<file path="config.mk">
export PLATFORM = sky130hd
export DESIGN_NAME = pipe_retire_monitor_flat
export DESIGN_NICKNAME = d
export VERILOG_FILES = /design/src/rtl/riscv_pkg.sv /design/src/rtl/pipe_retire_monitor_if.sv /design/src/rtl/trace_fifo.sv /design/src/rtl/pipe_retire_monitor.sv /design/src/flat_wrapper.sv
export SDC_FILE = /design/constraint.sdc
export NUM_CORES = 2
export LEC_CHECK = 0
export ABC_CLOCK_PERIOD_IN_PS = 22000
export CORE_ASPECT_RATIO = 1.4
export CORE_MARGIN = 2
export CORE_UTILIZATION = 40
export CTS_CLUSTER_DIAMETER = 40
export DETAILED_ROUTE_END_ITERATION = 7
export DONT_BUFFER_PORTS = 1
export PLACE_DENSITY = 0.55
export SYNTH_ARGS = -nofsm -noshare
export SYNTH_HDL_FRONTEND = slang
export SYNTH_HIERARCHICAL = 1
export SYNTH_SLANG_ARGS = --single-unit
</file>
<file path="constraint.sdc">
create_clock -name clk -period 22 [get_ports clk]
set_input_delay 2.2 -clock clk [delete_from_list [all_inputs] [get_ports clk]]
set_output_delay 2.2 -clock clk [all_outputs]
set_load 0.02 [all_outputs]
</file>
<file path="src/rtl/riscv_pkg.sv">
// Shared types and constants for the write-back retire monitor.
// State encoding, default halt word and trace-entry sizing live here.
package riscv_pkg;

  typedef enum logic [1:0] {
    ST_RUN     = 2'd0,
    ST_HALTED  = 2'd1,
    ST_TIMEOUT = 2'd2
  } state_e;

  localparam int          XLEN_DEF      = 32;
  localparam logic [31:0] HALT_INST_DEF = 32'h0000_0033;
  localparam int          TRACE_W       = 3 * XLEN_DEF + 1;

  function automatic int entry_width(int xlen);
    return 3 * xlen + 1;
  endfunction

  function automatic logic [31:0] sat_inc(logic [31:0] v);
    return (v == 32'hFFFF_FFFF) ? v : v + 32'd1;
  endfunction

endpackage

</file>
<file path="src/rtl/pipe_retire_monitor_if.sv">
// Write-back retire bus plus trace read-out port.
// The pipeline/driver side is master; the monitor is slave.
interface pipe_retire_monitor_if #(
  parameter int XLEN  = 32,
  parameter int DEPTH = 16
);
  localparam int CW = $clog2(DEPTH) + 1;

  logic            valid_w;
  logic [XLEN-1:0] inst_w;
  logic [XLEN-1:0] pc_w;
  logic [XLEN-1:0] wb_w;
  logic            RegWEn_w;
  logic            rd_en;
  logic [XLEN-1:0] rd_pc;
  logic [XLEN-1:0] rd_inst;
  logic [XLEN-1:0] rd_wb;
  logic            rd_we;
  logic            empty;
  logic            full;
  logic [CW-1:0]   count;

  modport master (
    output valid_w, inst_w, pc_w, wb_w,
    output RegWEn_w, rd_en,
    input  rd_pc, rd_inst, rd_wb, rd_we,
    input  empty, full, count
  );

  modport slave (
    input  valid_w, inst_w, pc_w, wb_w,
    input  RegWEn_w, rd_en,
    output rd_pc, rd_inst, rd_wb, rd_we,
    output empty, full, count
  );

endinterface

</file>
<file path="src/rtl/trace_fifo.sv">
// Show-ahead ring buffer for retired-instruction trace entries.
// Extended pointers give occupancy without a separate counter.
module trace_fifo
  import riscv_pkg::*;
#(
  parameter int DEPTH     = 16,
  parameter int WIDTH     = TRACE_W,
  parameter bit OVERWRITE = 1'b1
) (
  input  logic                   clk,
  input  logic                   rst_n,
  input  logic                   clr_i,
  input  logic                   push_i,
  input  logic [WIDTH-1:0]       data_i,
  input  logic                   pop_i,
  output logic [WIDTH-1:0]       data_o,
  output logic                   empty_o,
  output logic                   full_o,
  output logic [$clog2(DEPTH):0] count_o,
  output logic                   ovf_o
);
  localparam int          AW  = $clog2(DEPTH);
  localparam logic [AW:0] ONE = (AW + 1)'(1);

  logic [WIDTH-1:0] mem_q [DEPTH];
  logic [AW:0]      wp_q, wp_d;
  logic [AW:0]      rp_q, rp_d;
  logic [WIDTH-1:0] last_q, last_d;
  logic [AW-1:0]    wa, ra;
  logic             we, pop_ok;

  assign wa      = wp_q[AW-1:0];
  assign ra      = rp_q[AW-1:0];
  assign empty_o = (wp_q == rp_q);
  assign full_o  = (wp_q[AW] != rp_q[AW]) && (wa == ra);
  assign count_o = wp_q - rp_q;
  assign pop_ok  = pop_i && !empty_o;

  // When empty, keep presenting the last popped entry (zero after reset).
  assign data_o = empty_o ? last_q : mem_q[ra];

  always_comb begin
    wp_d   = wp_q;
    rp_d   = rp_q;
    last_d = last_q;
    we     = 1'b0;
    ovf_o  = 1'b0;
    if (clr_i) begin
      wp_d   = '0;
      rp_d   = '0;
      last_d = '0;
    end else begin
      if (pop_ok) begin
        rp_d   = rp_q + ONE;
        last_d = mem_q[ra];
      end
      if (push_i) begin
        if (full_o && !pop_ok) begin
          ovf_o = 1'b1;
          if (OVERWRITE) begin
            we   = 1'b1;
            wp_d = wp_q + ONE;
            rp_d = rp_q + ONE;
          end
        end else begin
          we   = 1'b1;
          wp_d = wp_q + ONE;
        end
      end
    end
  end

  always_ff @(posedge clk or negedge rst_n) begin
    if (!rst_n) begin
      wp_q   <= '0;
      rp_q   <= '0;
      last_q <= '0;
    end else begin
      wp_q   <= wp_d;
      rp_q   <= rp_d;
      last_q <= last_d;
    end
  end

  always_ff @(posedge clk) begin
    if (we) mem_q[wa] <= data_i;
  end

endmodule

</file>
<file path="src/rtl/pipe_retire_monitor.sv">
// Retire monitor: traces write-back, counts cycles and retires,
// and stops on the halt instruction or a retire watchdog.
module pipe_retire_monitor
  import riscv_pkg::*;
#(
  parameter int              XLEN      = XLEN_DEF,
  parameter int              DEPTH     = 16,
  parameter logic [XLEN-1:0] HALT_INST = XLEN'(HALT_INST_DEF),
  parameter int              TIMEOUT   = 4096,
  parameter bit              OVERWRITE = 1'b1
) (
  input  logic        clk,
  input  logic        rst_pc,
  input  logic        clr,
  pipe_retire_monitor_if.slave bus,
  output logic        overflow,
  output logic        halted,
  output logic        timed_out,
  output logic [31:0] retired_cnt,
  output logic [31:0] cycle_cnt
);
  localparam int W  = entry_width(XLEN);
  localparam int IW = $clog2(TIMEOUT);

  state_e        state_q, state_d;
  logic [IW-1:0] idle_q, idle_d;
  logic [31:0]   ret_q, ret_d;
  logic [31:0]   cyc_q, cyc_d;
  logic          ovf_q, ovf_d;
  logic          push, fifo_ovf;
  logic [W-1:0]  wr_ent, rd_ent;

  assign wr_ent = {bus.pc_w, bus.inst_w,
                   bus.wb_w, bus.RegWEn_w};
  assign {bus.rd_pc, bus.rd_inst,
          bus.rd_wb, bus.rd_we} = rd_ent;

  trace_fifo #(
    .DEPTH    (DEPTH),
    .WIDTH    (W),
    .OVERWRITE(OVERWRITE)
  ) u_fifo (
    .clk    (clk),
    .rst_n  (rst_pc),
    .clr_i  (clr),
    .push_i (push),
    .data_i (wr_ent),
    .pop_i  (bus.rd_en),
    .data_o (rd_ent),
    .empty_o(bus.empty),
    .full_o (bus.full),
    .count_o(bus.count),
    .ovf_o  (fifo_ovf)
  );

  always_comb begin
    state_d = state_q;
    idle_d  = idle_q;
    ret_d   = ret_q;
    cyc_d   = cyc_q;
    ovf_d   = ovf_q | fifo_ovf;
    push    = 1'b0;
    if (clr) begin
      state_d = ST_RUN;
      idle_d  = '0;
      ret_d   = '0;
      cyc_d   = '0;
      ovf_d   = 1'b0;
    end else begin
      unique case (state_q)
        ST_RUN: begin
          cyc_d = sat_inc(cyc_q);
          // A retire always resets the watchdog, so halt beats timeout.
          if (bus.valid_w) begin
            push   = 1'b1;
            ret_d  = sat_inc(ret_q);
            idle_d = '0;
            if (bus.inst_w == HALT_INST) state_d = ST_HALTED;
          end else if (idle_q == IW'(TIMEOUT - 1)) begin
            state_d = ST_TIMEOUT;
          end else begin
            idle_d = idle_q + IW'(1);
          end
        end
        ST_HALTED:  ;
        ST_TIMEOUT: ;
        default:    state_d = ST_RUN;
      endcase
    end
  end

  always_ff @(posedge clk or negedge rst_pc) begin
    if (!rst_pc) begin
      state_q <= ST_RUN;
      idle_q  <= '0;
      ret_q   <= '0;
      cyc_q   <= '0;
      ovf_q   <= 1'b0;
    end else begin
      state_q <= state_d;
      idle_q  <= idle_d;
      ret_q   <= ret_d;
      cyc_q   <= cyc_d;
      ovf_q   <= ovf_d;
    end
  end

  assign overflow    = ovf_q;
  assign halted      = (state_q == ST_HALTED);
  assign timed_out   = (state_q == ST_TIMEOUT);
  assign retired_cnt = ret_q;
  assign cycle_cnt   = cyc_q;

endmodule
</file>
<file path="src/flat_wrapper.sv">
// flat-port wrapper written by rule: the top's interface ports become plain ports
module pipe_retire_monitor_flat import riscv_pkg::*;
#(
  parameter int              XLEN      = XLEN_DEF,
  parameter int              DEPTH     = 16,
  parameter logic [XLEN-1:0] HALT_INST = XLEN'(HALT_INST_DEF),
  parameter int              TIMEOUT   = 4096,
  parameter bit              OVERWRITE = 1'b1
)
  (clk, rst_pc, clr, overflow, halted, timed_out, retired_cnt, cycle_cnt, bus_valid_w, bus_inst_w, bus_pc_w, bus_wb_w, bus_RegWEn_w, bus_rd_en, bus_rd_pc, bus_rd_inst, bus_rd_wb, bus_rd_we, bus_empty, bus_full, bus_count);
  pipe_retire_monitor_if #(.XLEN(XLEN), .DEPTH(DEPTH)) bus_i ();
  input  logic clk;
  input  logic rst_pc;
  input  logic clr;
  output logic overflow;
  output logic halted;
  output logic timed_out;
  output logic [31:0] retired_cnt;
  output logic [31:0] cycle_cnt;
  input wire logic [$bits(bus_i.valid_w)-1:0] bus_valid_w;
  input wire logic [$bits(bus_i.inst_w)-1:0] bus_inst_w;
  input wire logic [$bits(bus_i.pc_w)-1:0] bus_pc_w;
  input wire logic [$bits(bus_i.wb_w)-1:0] bus_wb_w;
  input wire logic [$bits(bus_i.RegWEn_w)-1:0] bus_RegWEn_w;
  input wire logic [$bits(bus_i.rd_en)-1:0] bus_rd_en;
  output wire logic [$bits(bus_i.rd_pc)-1:0] bus_rd_pc;
  output wire logic [$bits(bus_i.rd_inst)-1:0] bus_rd_inst;
  output wire logic [$bits(bus_i.rd_wb)-1:0] bus_rd_wb;
  output wire logic [$bits(bus_i.rd_we)-1:0] bus_rd_we;
  output wire logic [$bits(bus_i.empty)-1:0] bus_empty;
  output wire logic [$bits(bus_i.full)-1:0] bus_full;
  output wire logic [$bits(bus_i.count)-1:0] bus_count;
  assign bus_i.valid_w = bus_valid_w;
  assign bus_i.inst_w = bus_inst_w;
  assign bus_i.pc_w = bus_pc_w;
  assign bus_i.wb_w = bus_wb_w;
  assign bus_i.RegWEn_w = bus_RegWEn_w;
  assign bus_i.rd_en = bus_rd_en;
  assign bus_rd_pc = bus_i.rd_pc;
  assign bus_rd_inst = bus_i.rd_inst;
  assign bus_rd_wb = bus_i.rd_wb;
  assign bus_rd_we = bus_i.rd_we;
  assign bus_empty = bus_i.empty;
  assign bus_full = bus_i.full;
  assign bus_count = bus_i.count;
  pipe_retire_monitor #(.XLEN(XLEN), .DEPTH(DEPTH), .HALT_INST(HALT_INST), .TIMEOUT(TIMEOUT), .OVERWRITE(OVERWRITE)) u_core (.clk(clk), .rst_pc(rst_pc), .clr(clr), .bus(bus_i), .overflow(overflow), .halted(halted), .timed_out(timed_out), .retired_cnt(retired_cnt), .cycle_cnt(cycle_cnt));
endmodule
</file>
======== Word-level counts from Yosys, hierarchy flattened ========
Memories as Yosys holds them, arrays and structs flattened.
Index checks and enable logic that the tools add are counted.
cells by class
  $add $sub $neg .......................... 6
  reductions and logical operators ........ 15
  equal/unequal tests ..................... 15
  bitwise operators ....................... 1
  muxes and demuxes ....................... 36
operator list
  kind                                             count
  two-way mux 97 bit                               3
  two-way mux 32 bit                               7
  adder 32 x 1 -> 32 bit (second input constant)   2
  == test 32 bit (second input constant)           2
  two-way mux 12 bit                               4
  == test 32 x 6 -> 1 bit (second input constant)  1
  two-way mux 5 bit                                6
  adder 12 x 1 -> 12 bit (second input constant)   1
  == test 12 bit (second input constant)           1
  two-way mux 1 bit                                11
  adder 5 x 1 -> 5 bit (second input constant)     2
  two-way mux 2 bit                                4
  != test 4 x 3 -> 1 bit (second input constant)   2
  nonzero test 2 bit                               4
  AND reduction 3 bit                              2
  == test 5 bit                                    1
  subtractor 5 bit                                 1
  == test 4 bit                                    1
  != test 2 bit (second input constant)            2
  case mux 2 bit (2 select lines)                  1
  AND reduction 2 bit                              2
  logical AND 1 bit                                3
  != test 3 bit (second input constant)            1
  == test 2 x 1 -> 1 bit (second input constant)   1
  7 further kinds                                  8
storage, ports and cells
  bits in writable memories ............... 1552
  memories ................................ 1
  output and inout bits ................... 171
  bits in registers ....................... 186
memory list
  name                 words  width  read ports  clocked after memory_dff  write ports  line              text
  u_core.u_fifo.mem_q  16     97     1           0                         1            trace_fifo.sv:25  logic [WIDTH-1:0] mem_q [DEPTH];

======== Longest topological paths before layout ========
  depth after elaboration ................. 10
  gate-level depth with buffers ........... 13
  depth with buffers taken out ............ 8

======== Modules after synthesis ========
Netlist, hierarchy kept.
modules (own cells, without submodules)
  module               times used  sequential area each (sq um)  cells each  area an instance (sq um)
  trace_fifo           1           49282.3                       3123        64184.1
  pipe_retire_monitor  1           1976.9                        487         4450.5

======== Worst setup path after synthesis ========
OpenSTA, ideal clock, no wires.
  path type ............................... input port to flip-flop
  from .................................... in bus_valid_w
  to ...................................... mem u_core/u_fifo/mem_q[3][0] (netlist bit), enable pin
  setup slack ............................. 8868 ps
  stages .................................. 6
  library setup time ...................... 791 ps
  arrival time ............................ 12341 ps
  required time ........................... 21209 ps
  path buffers ............................ 2
  cell sequence ........................... buf_2 -> nand2_2 -> nor2_1 -> clkbuf_1 -> nand2_1 -> nor4_1
on the way
  word-level cells in the longest chain between the ends .. 7
RTL lines
  item                                     line                       text
  from (decl)                              flat_wrapper.sv:20         input wire logic [$bits(bus_i.valid_w)-1:0] bus_valid_w;
  two-way mux 1 bit                        pipe_retire_monitor.sv:74  if (bus.valid_w) begin
  two-way mux 1 bit                        pipe_retire_monitor.sv:70  unique case (state_q)
  two-way mux 1 bit                        pipe_retire_monitor.sv:63  if (clr) begin
  named net u_core.push                    pipe_retire_monitor.sv:30  logic push, fifo_ovf;
  two-way mux 1 bit                        trace_fifo.sv:57           if (push_i) begin
  two-way mux 1 bit                        trace_fifo.sv:48           if (clr_i) begin
  two-way mux 1 bit                        trace_fifo.sv:86           if (we) mem_q[wa] <= data_i;
  two-way mux 1 bit (implied by the code)  trace_fifo.sv:86
  to (decl)                                trace_fifo.sv:25
The timed path passes the listed nets, and every way through them passes these cells.

======== Worst setup path in the final report ========
  from .................................... reg u_core.u_fifo.rp_q[0]
  to ...................................... out bus_rd_pc[31]
on the way
  word-level cells in the longest chain between the ends .. 2
  elaborated cells between the ends (all ways) .. 3
  classes of those cells .................. 1 x eq/ne; 1 x mux; 1 x memory
RTL lines
  item                                                   line                text
  from (decl)                                            trace_fifo.sv:27    logic [AW:0] rp_q, rp_d;
  from (signal assigned)                                 trace_fifo.sv:80    rp_q <= rp_d;
  memory (16 x 97 bit) or == test 5 bit (tied branches)  n/a
  two-way mux 97 bit *                                   trace_fifo.sv:40    assign data_o = empty_o ? last_q : mem_q[ra];
  to (decl)                                              flat_wrapper.sv:26  output wire logic [$bits(bus_i.rd_pc)-1:0] bus_rd_pc;
Mark *: on every way between the ends. The rest lies on a longest branch, timed or not.

==> qor.csv <==
metric,value,unit
status,completed,
"Slowest-stage cell, CP",a21oi_1,
Vias/cell,5.73,
PostCTS Resize Cnt,0,
Sw Share,23.8,%
worst endpoint required time,19.80,ns
actual slew at the worst max-slew pin,1.16,ns
Setup crit start kind,register,
Core Footprint,170000,µm²
switching power total,0.00180,W
Synthesis Warnings,6,
CTS tree,done,
Clock Path Buffers,3,
die width,354,µm
Pins Over Slew Limit,0,
max cap viols,0,
filler instances,14482,
Placer Congestion,0.791,
fin cells,6075,
Critical Path AT,6.30,ns
mapped cell area,68600,µm²
combinational cell fraction of total power,8.1,%
Slew headroom,22.4,%
initial antenna violation count,4,
max incr delay on CP,0.90,ns
CP Max Fanout,111,
average size of a mapped cell,19.0,µm²
die area,175000,µm²
Worst Setup SP,u_core/u_fifo/rp_q[0],
highest clock rate,118,MHz
DRC,0,
R2R setup slack,16.75,ns
hpwl dp,89100,µm
drt first pass iters,5,
Final Cycle Share,38.7,%
top post-synthesis cells by area,"edfxtp_1 (68%), mux4_2 (9.5%), dfrtp_1 (6.8%)",
CTS H-tree depth,4,
Area Growth Syn to Fin,13.2,%
chip height,494,µm
top_reg_cell synth,edfxtp_1,
worst hold-check path type,reg -> reg,
hold buffer count at CTS,0,
crit-path cells,buf_12 -> buf_12 -> buf_4 -> buf_4 -> mux4_2 -> a2bb2oi_1 -> a22oi_1 -> a21oi_1,
clk_lat worst skew,0.84,ns
Fin. Hold Viols,0,
WHS,0.486,ns
fin crit period,8.50,ns
clock share of power,43.6,%
GRT Resource Usage Total,20.0,%
reg2reg start,u_core/u_fifo/rp_q[0],
first-pass GRT wire length,255000,µm
Nets,3763,
LEAKAGE,24.7,nW
Initial Utilization,40.3,%
CP endpoint,bus_rd_pc[31],
Seq cells post-synth,1738,
Power Density,97.1,nW/µm²
Final TNS setup,0,ns
DRT iter0 DRCs,3101,
final WL,175000,µm
Post-DRT Antenna Nets,0,
Inst Count DP,5710,
port bufs,0,
crit path kind,reg -> out,
clk sinks,1738,
crit end category,primary output,
post-route setup slack,13.50,ns
post-synth top area cell,edfxtp_1,
drt wl/cell,28.8,µm
setup bufs post-CTS,0,
"EDFF count, synth",1552,
Seq pwr share,48.3,%
syn nets,3728,
Int Power,0.00575,W
Place WS,14.03,ns
synth unique cells,66,
DR vias,34810,
layout cells sized above 1,21.1,%
fin util,45.7,%
Gate Count Post-Synth,3610,
sequential share of the synthesized area,74.7,%
VDD IR max,0.0866,mV
ys async rst share,10.7,%
root buf cell,clkbuf_16,
Synth top area share,67.9,%
io pins,273,
Reg2Reg Depth,8,
largest net degree at the start of global routing,187,
final setup fails,0,
vias in the first global route,35689,
GRT Residual Overflow,0,
"Reg clk slew, reported paths",0.06,ns
row count,179,
number of buffers created by CTS,195,
unrepaired setup endpoints after global routing,false,
reg2reg end,u_core/u_fifo/last_q[94],
skew final,0.0410,ns
worst max-delay path, delay by kind of cell (launching register included):
kind                   cells  cell delay, ns
AO/OA/AOI/OAI              3            1.30
buffers and inverters      4            2.75
flip-flops                 1            0.74
multiplexers               1            0.37
kinds of logic (layout without fill, tap and decap cells):
family	Yosys count	after routing	synth area share, %
simple gates	374	374	2.81
mux	588	588	14.1
fa+ha+maj	16	16	0.303
other cells	0	1	0
compound gates	607	607	6.01
xor+xnor	44	44	0.561
buf+inv	243	445	1.57
flops	1738	1738	74.7
final cells by class:
cell class | instances | area (µm²) | area share (%)
clock buffers | 236 | 5180 | 6.66
diodes | 1 | 2.50 | 0.00322
clock inverters | 128 | 1400 | 1.80
repair buffers | 59 | 556 | 0.715
inverters | 22 | 82.6 | 0.106
well taps | 2262 | 2830 | 3.64
multi-input cells | 1629 | 16400 | 21.1
flip-flops and latches | 1738 | 51300 | 66.0
through the flow:
step / cell area [µm²] / power, W
finish: 77700 / 0.00754
global route: 77700 / 0.00779
global placement: 71100 / 0.00433
floorplan: 68600 / 0.00419
CTS: 77700 / 0.00762
detailed placement: 71100 / 0.00433
how the worst min path moves through the flow:
stage,startpoint,end,slack (ns),cells after the start
after floorplan,u_core/u_fifo/last_q[0],u_core/u_fifo/last_q[0],0.46,1
after global placement,u_core/u_fifo/last_q[51],u_core/u_fifo/last_q[51],0.47,1
after detailed placement,u_core/u_fifo/last_q[56],u_core/u_fifo/last_q[56],0.47,1
after CTS,u_core/u_fifo/last_q[29],u_core/u_fifo/last_q[29],0.49,1
after global routing,u_core/u_fifo/last_q[71],u_core/u_fifo/last_q[71],0.50,1
final,u_core/u_fifo/last_q[74],u_core/u_fifo/last_q[74],0.49,1
routing by layer:
layer | share of wire [%] | GRT usage (%) | up-vias | wire, µm
met5 | 0 | 0 | - | 0
met4 | 1.7 | 4.82 | 0 | 2940
met3 | 6.8 | 4.94 | 203 | 11900
met2 | 48 | 32.5 | 970 | 84400
met1 | 43 | 27.2 | 18749 | 75800
li1 | - | - | 14888 | -
power groups by stage:
stage                     registers, W  logic, W  clock network (W)
after floorplan                0.00371  0.000481                  0
after global placement         0.00371  0.000620                  0
after detailed placement       0.00371  0.000620                  0
after CTS                      0.00365  0.000621            0.00336
after global routing           0.00365  0.000659            0.00348
final                          0.00365  0.000612            0.00329
sequential cells by signal, summed over array words and instances, names as in the netlist, 2 cells and up:
register and count:
u_core/state_q 2, u_core/u_fifo/wp_q 5, u_core/retired_cnt 32, u_core/idle_q 12, u_core/u_fifo/rp_q 5, u_core/u_fifo/last_q 97
u_core/cycle_cnt 32, u_core/u_fifo/mem_q 1552
placed cells by master, fill, tap and decap left out, types with 17 or more instances in the layout:
cell type and instances:
edfxtp_1 1552, mux4_2 291, a21oi_1 231, clkbuf_16 198
mux2i_1 195, dfrtp_1 182, nor2_1 141, mux2_2 101
a2bb2oi_1 97, a22oi_1 97, o2bb2ai_1 97, buf_4 50
o21ai_0 42, nand2_1 38, clkinv_2 32, nand3_1 31
clkbuf_1 30, nand4_1 30, xor2_1 25, or3_1 23
inv_1 22, inv_6 21, clkinv_1 19, nor3_1 19
xnor2_1 19, bufinv_16 17
cell usage after synthesis, drive strengths merged, types with 15 or more instances:
cell and count:
a21oi 231, a22oi 97, a2bb2oi 97, and2 15, and3 17, buf 90
clkbuf 131, dfrtp 186, edfxtp 1552, ha 15, inv 22, mux2 102
mux2i 195, mux4 291, nand2 40, nand3 32, nand4 32, nor2 143
nor3 25, nor4 16, o21ai 55, o2bb2ai 97, or3 23, xnor2 19
xor2 25
Note: power is estimated with default switching activity, not from simulation.
